File: src/rtl/serdes_packer.sv
// serdes_packer: bit-compacting gearbox for the serdes transmit path.
// Accepts 0..IN_W LSB-aligned bits per cycle into a gap-free bit queue and
// emits OUT_W-bit words LSB-first with a per-bit enable. Supports
// backpressure, explicit flush and a sticky overflow flag.
// Optional macro SERDES_PACKER_IDLE_FLUSH_EN: adds an idle counter that
// forces out a partial word after IDLE_CYCLES quiet edges.
module serdes_packer #(
    parameter int IN_W        = 2,
    parameter int OUT_W       = 2,
    parameter int BUF_W       = 6,
    parameter int IDLE_CYCLES = 8
) (
    input  logic                       clk,
    input  logic                       reset,
    input  logic [IN_W-1:0]            in_bits,
    input  logic [$clog2(IN_W+1)-1:0]  in_count,
    input  logic                       in_valid,
    output logic                       in_ready,
    input  logic                       flush,
    output logic [OUT_W-1:0]           serdes_out,
    output logic [OUT_W-1:0]           serdes_en,
    output logic                       overflow
);

    localparam int CW = $clog2(IN_W + 1);
    localparam int FW = $clog2(BUF_W + 1);

    localparam logic [CW-1:0] IN_MAX    = CW'(IN_W);
    localparam logic [FW-1:0] OUT_FILL  = FW'(OUT_W);
    localparam logic [FW-1:0] READY_MAX = FW'(BUF_W - IN_W);

    // The queue must hold a full input word on top of a partial output word.
    if (BUF_W < IN_W + OUT_W) begin : g_bad_buf_w
        $error("serdes_packer: BUF_W (%0d) must be >= IN_W + OUT_W (%0d)", BUF_W, IN_W + OUT_W);
    end
    if (IDLE_CYCLES < 0) begin : g_bad_idle
        $error("serdes_packer: IDLE_CYCLES must be non-negative");
    end

    logic [BUF_W-1:0] queue;
    logic [BUF_W-1:0] queue_rem;
    logic [BUF_W-1:0] queue_nxt;
    logic [BUF_W-1:0] in_ext;
    logic [FW-1:0]    fill;
    logic [FW-1:0]    fill_rem;
    logic [FW-1:0]    fill_nxt;
    logic [CW-1:0]    n_eff;
    logic [OUT_W-1:0] fill_mask;
    logic [OUT_W-1:0] out_nxt;
    logic [OUT_W-1:0] en_nxt;
    logic             accept;
    logic             do_full;
    logic             do_flush;
    logic             flush_req;

    // Ready depends on the fill register only, never on inputs.
    assign in_ready = (fill <= READY_MAX);
    assign accept   = in_valid & in_ready;

`ifdef SERDES_PACKER_IDLE_FLUSH_EN
    localparam int IW = (IDLE_CYCLES < 1) ? 1 : $clog2(IDLE_CYCLES + 1);
    localparam logic [IW-1:0] IDLE_MAX = IW'(IDLE_CYCLES);

    logic [IW-1:0] idle_cnt;

    assign flush_req = flush | (idle_cnt == IDLE_MAX);

    // Idle counter: counts quiet edges while a partial word sits in the queue.
    always_ff @(posedge clk or posedge reset) begin
        if (reset) begin
            idle_cnt <= '0;
        end else if (do_full || do_flush || (accept && (n_eff != '0))) begin
            idle_cnt <= '0;
        end else if ((fill != '0) && !do_full) begin
            idle_cnt <= idle_cnt + IW'(1);
        end
    end
`else
    assign flush_req = flush;
`endif

    // Emit decision on the pre-edge fill, then append accepted bits behind
    // whatever remains after removal.
    always_comb begin
        n_eff     = (in_count > IN_MAX) ? IN_MAX : in_count;
        do_full   = (fill >= OUT_FILL);
        do_flush  = !do_full && flush_req && (fill != '0);

        fill_mask = '0;
        for (int unsigned i = 0; i < OUT_W; i++) begin
            fill_mask[i] = (i < 32'(fill));
        end

        in_ext = '0;
        for (int unsigned i = 0; i < IN_W; i++) begin
            in_ext[i] = in_bits[i] & (i < 32'(n_eff));
        end

        out_nxt   = '0;
        en_nxt    = '0;
        queue_rem = queue;
        fill_rem  = fill;
        if (do_full) begin
            out_nxt   = queue[OUT_W-1:0];
            en_nxt    = '1;
            queue_rem = queue >> OUT_W;
            fill_rem  = fill - OUT_FILL;
        end else if (do_flush) begin
            out_nxt   = queue[OUT_W-1:0] & fill_mask;
            en_nxt    = fill_mask;
            queue_rem = '0;
            fill_rem  = '0;
        end

        queue_nxt = queue_rem;
        fill_nxt  = fill_rem;
        if (accept) begin
            queue_nxt = queue_rem | (in_ext << fill_rem);
            fill_nxt  = fill_rem + FW'(n_eff);
        end
    end

    // Queue, output word and sticky overflow registers.
    always_ff @(posedge clk or posedge reset) begin
        if (reset) begin
            queue      <= '0;
            fill       <= '0;
            serdes_out <= '0;
            serdes_en  <= '0;
            overflow   <= 1'b0;
        end else begin
            queue      <= queue_nxt;
            fill       <= fill_nxt;
            serdes_out <= out_nxt;
            serdes_en  <= en_nxt;
            overflow   <= overflow | (in_valid & ~in_ready);
        end
    end

endmodule

File: config.mk
export PLATFORM = sky130hd
export DESIGN_NAME = serdes_packer
export DESIGN_NICKNAME = d
export VERILOG_FILES = /design/src/rtl/serdes_packer.sv
export SDC_FILE = /design/constraint.sdc
export NUM_CORES = 1
export LEC_CHECK = 0
export CORE_MARGIN = 5
export CORE_UTILIZATION = 45
export DETAILED_ROUTE_END_ITERATION = 7
export DONT_BUFFER_PORTS = 1
export GPL_TIMING_DRIVEN = 0
export PLACE_DENSITY = 0.66
export RECOVER_POWER = 100
export SETUP_SLACK_MARGIN = 0.2
export SLEW_MARGIN = 25
export SYNTH_ARGS = -nofsm -noshare
export SYNTH_HDL_FRONTEND = slang
export SYNTH_SLANG_ARGS = --single-unit
File: constraint.sdc
create_clock -name clk -period 2.5 [get_ports clk]
set_clock_uncertainty 0.1 [all_clocks]
set_input_delay 0.25 -clock clk [delete_from_list [all_inputs] [get_ports clk]]
set_output_delay 0.25 -clock clk [all_outputs]
set_load 0.01 [all_outputs]
Word-level counts from Yosys, hierarchy flattened:

Cells that the tools add are included.

* word-level logic and storage cells: 38
* output and inout bits: 6
* register bits after elaboration: 14

* bitwise gates (word level): 8
* reductions and logical operators: 4
* $lt $le $gt $ge: 7
* muxes and demuxes: 11
* shifts and indexed selects: 1
* add/subtract/negate cells: 2

Operators with widths (count)
* $mux W6: 3
* $mux W2: 5
* $mux W3: 3
* $lt A1 B3 Y1 const A: 2
* $or A6 B6 Y6: 1
* $shl A2 B3 Y6: 1
* $and A1 B1 Y1: 4
* $lt A1 B2 Y1 const A: 2
* $add A3 B2 Y3: 1
* $ge A3 B2 Y1 const B: 1
* $le A3 B3 Y1 const B: 1
* $reduce_bool A3 Y1: 1
* $sub A3 B2 Y3 const B: 1
* $and A2 B2 Y2: 1
* $gt A2 B2 Y1 const B: 1
* $logic_and A1 B1 Y1: 2
* $logic_not A1 Y1: 1
* $not A1 Y1: 1
* $or A1 B1 Y1: 1

Depth between registers and ports, before layout:

* depth after elaboration: 9
* depth in mapped cells: 8

Worst setup path before layout:

No wires, ideal clock.

* path type: reg-to-reg
* start: register fill[2]
* end: register fill[1]
* setup time: 0.125 ns
* path buffers: 0
* slack: 0.132 ns
* period minus slack after synthesis: 2.368 ns
* required time: 2.275 ns
* arrival time: 2.143 ns
* cell stages (with the launch flop): 8
* cell sequence: dfrtp_1 inv_1 ha_1 inv_2 or4_4 o21ai_1 fa_1 mux2_2

* longest elaborated chain between the ends: 8
* elaborated cells between the ends (all ways): 11

Ends and longest elaborated chain
* from (decl): RTL line 44 `logic [FW-1:0] fill;`
* from (signal assigned): RTL line 133 `fill <= fill_nxt;`
* $ge A3 B2 Y1: RTL line 86 `do_full = (fill >= OUT_FILL);`
* $logic_not A1 Y1: RTL line 87 `do_flush = !do_full && flush_req && (fill != '0);`
* $logic_and A1 B1 Y1 (2 in a row): RTL line 87
* $mux W3: RTL line 108 `end else if (do_flush) begin`
* $mux W3: RTL line 103 `if (do_full) begin`
* $add A3 B2 Y3: RTL line 119 `fill_nxt = fill_rem + FW'(n_eff);`
* $mux W3 (*): RTL line 117 `if (accept) begin`
* net fill_nxt[1]: RTL line 46 `logic [FW-1:0] fill_nxt;`

Mark *: on every way through the listed nets, which the timed path passes. The rest lies on a longest branch.

Worst setup path in the final report:

* start: register fill[1]
* end: register fill[1]

Same word-level chain as after synthesis.

==> qor.txt <==
Final min period = 2.28 ns
Root Buffer = clkbuf_4
RSZ-0062 raised after global routing = true
area leader, netlist = dfrtp_1
clk_lat worst skew = 0.28 ns
hpwl dp = 1540 um
first-pass GRT wire length = 3770 um
Worst Setup Path Type = reg2reg
Core Area = 2150 um2
Max-Cap Viols = 0
crit path DAT = 2.35 ns
die height = 56.9 um
post-route ant nets = 0
Final Cell Area = 1130 um2
DR WL/cell = 16.7 um
Crit. End Element = flip-flop
share of post-route cells with drive strength above 1 = 0.264
initial antenna violation count = 0
vias in the first global route = 811
Post-Syn Area = 990 um2
num ports = 14
top cells by area, synth = dfrtp_1 35%, ha_1 6.3%, clkbuf_8 2.8%
Pins Over Slew Limit = 0
total track usage = 0.146
Max Clk Rate = 0.438 GHz
Die Wd = 56.9 um
Cell Rows = 17
DR iter-0 viols = 18
Max FO, Critical Path = 5
Least-Margin Pin Slew = 0.537 ns
Routed WL = 2230 um
first drt pass iteration count = 4
total vias in the final route = 760
worst-case clock buffer depth = 2
Worst-path clk slew = 0.09 ns
Fillers = 196
Die Footprint = 3240 um2
setup TNS = 0 ns
Critical Path Start Type = flip-flop
area added between synthesis and finish = 14.4%
vias per cell = 5.67
relative slew slack = 0.642
grt total ovfl = 0
Post-Synthesis Cells = 97
largest net degree at the start of global routing = 15
ratio of total power to cell area = 1250 nW/um2
Clock Sinks = 14
Worst Path Required = 2.57 ns
register area share after synthesis = 0.354
RePlAce Congestion = 0.859
Static Leakage = 0.477 nW
Post-synth EDFFs = 0
worst min path class = in2reg
I/O Buffers = 0
Inserted Clock Buffers = 3
ys flop type = dfrtp_1
Net Count, Synth = 111
count of nets after finishing = 121
status = complete, no violations
Post-route DRC = 0
CTS tree = yes
synthesis-stage register bit count = 14
Yosys warnings = 0
top-area cell type share of the netlist area = 0.354
final count of hold timing violations = 0
Initial Util = 0.461
Mean Syn Cell Area = 10.2 um2
commonest cells after routing, fill and taps aside = 13 x dfrtp_1, 7 x nand2_1, 5 x nor2_1, 5 x inv_1, 5 x nand3_1
commonest non-fill, non-tap cell in the layout = dfrtp_1
Tcrit/Tclk final = 0.913
VDD IR-drop max = 0.000537 V
Synth cell types = 49
# setup viols final = 0
asr flop ratio synth = 1.00
diode count = 0
H-tree lvl count = 1
placed inst area = 1030 um2
==> layer usage <==
layer,wire length [um],global-route usage,share of wire
met5,0,0,0
met3,86,0.0276,0.039
met2,1060,0.238,0.48
met4,15,0.0397,0.0067
met1,1070,0.197,0.48
==> per-stage QoR <==
stage               utilization  hold WS, ns  setup WS (ns)  instances  total power [mW]
floorplan                     -       0.0392          0.215         97             0.979
global route              0.527       0.0172          0.127        134              1.54
global placement          0.479        0.101         0.0676        125              1.12
CTS                       0.510       0.0169          0.208        132              1.34
finish                    0.527       0.0245          0.218        134              1.42
detailed placement        0.479        0.114         0.0744        125              1.13
==> synth_stat cells, types with 2 or more instances <==
master    count
nand3_1       5
nand2b_1      2
nor2b_1       4
ha_1          5
inv_1         6
nand2_1       7
o21ai_1       2
dfrtp_1      14
mux2i_1       2
o211ai_2      2
clkbuf_8      2
mux2_2        2
o21ai_0       3
a21oi_1       2
nor2_1        5
==> cell type report <==
type | count | area, um2 | area share
multi-input combinational | 71 | 592 | 0.523
sequential | 14 | 352 | 0.310
buffer | 5 | 50.0 | 0.0442
clock buffer | 4 | 36.3 | 0.0320
timing repair buffer | 5 | 36.3 | 0.0320
tap | 28 | 35.0 | 0.0309
inverter | 7 | 31.3 | 0.0276
==> sequential cells by signal, indices dropped and copies added (netlist names) <==
name        count
overflow        1
fill            3
serdes_out      2
serdes_en       2
queue           6
==> cells by family (layout without fill, tap and decap cells) <==
logic type	after synthesis	in the layout	synth area share
flip-flops	14	14	0.354
XOR/XNOR	1	1	0.00885
AND/OR/NAND/NOR	30	30	0.168
multiplexers	5	5	0.0544
adder cells (fa/ha/maj)	6	6	0.0834
AO/OA/AOI/OAI	29	29	0.254
buffers and inverters	12	21	0.0771
==> critical path: stages, from the launching register on <==
cell     delay (ns)
dfrtp_1        0.44
inv_1          0.13
ha_4           0.16
inv_4          0.04
or4_4          0.53
o21ai_4        0.09
fa_1           0.42
mux2_4         0.27
==> worst paths after layout <==
path                            slack, ns  cells after the start                from                  to
worst max register to register       0.22                      7   fill[1]$_DFF_PP0_   fill[1]$_DFF_PP0_
worst max-delay path                 0.22                      7   fill[1]$_DFF_PP0_   fill[1]$_DFF_PP0_
max in group asynchronous            1.57                      2               reset   fill[2]$_DFF_PP0_
min in group asynchronous            0.35                      2               reset  overflow$_DFF_PP0_
worst min register to register       0.40                      2  queue[5]$_DFF_PP0_  queue[5]$_DFF_PP0_
worst min-delay path                 0.02                      2            in_valid   fill[2]$_DFF_PP0_
==> where the power goes <==
part / switching [mW] / total, mW / internal [mW]
registers: 0.0575 / 0.355 / 0.298
logic: 0.496 / 0.903 / 0.407
clock network: 0.0734 / 0.162 / 0.0885
total: 0.627 / 1.42 / 0.794
==> timing repair <==
action	CTS	global route
hold endpoints to repair	14	0
gates resized for setup	4	7
hold buffers	1	0
endpoints found under the setup margin	1	1
setup buffers	2	2
pin swaps	0	3
Note: power is estimated with default switching activity, not from simulation.
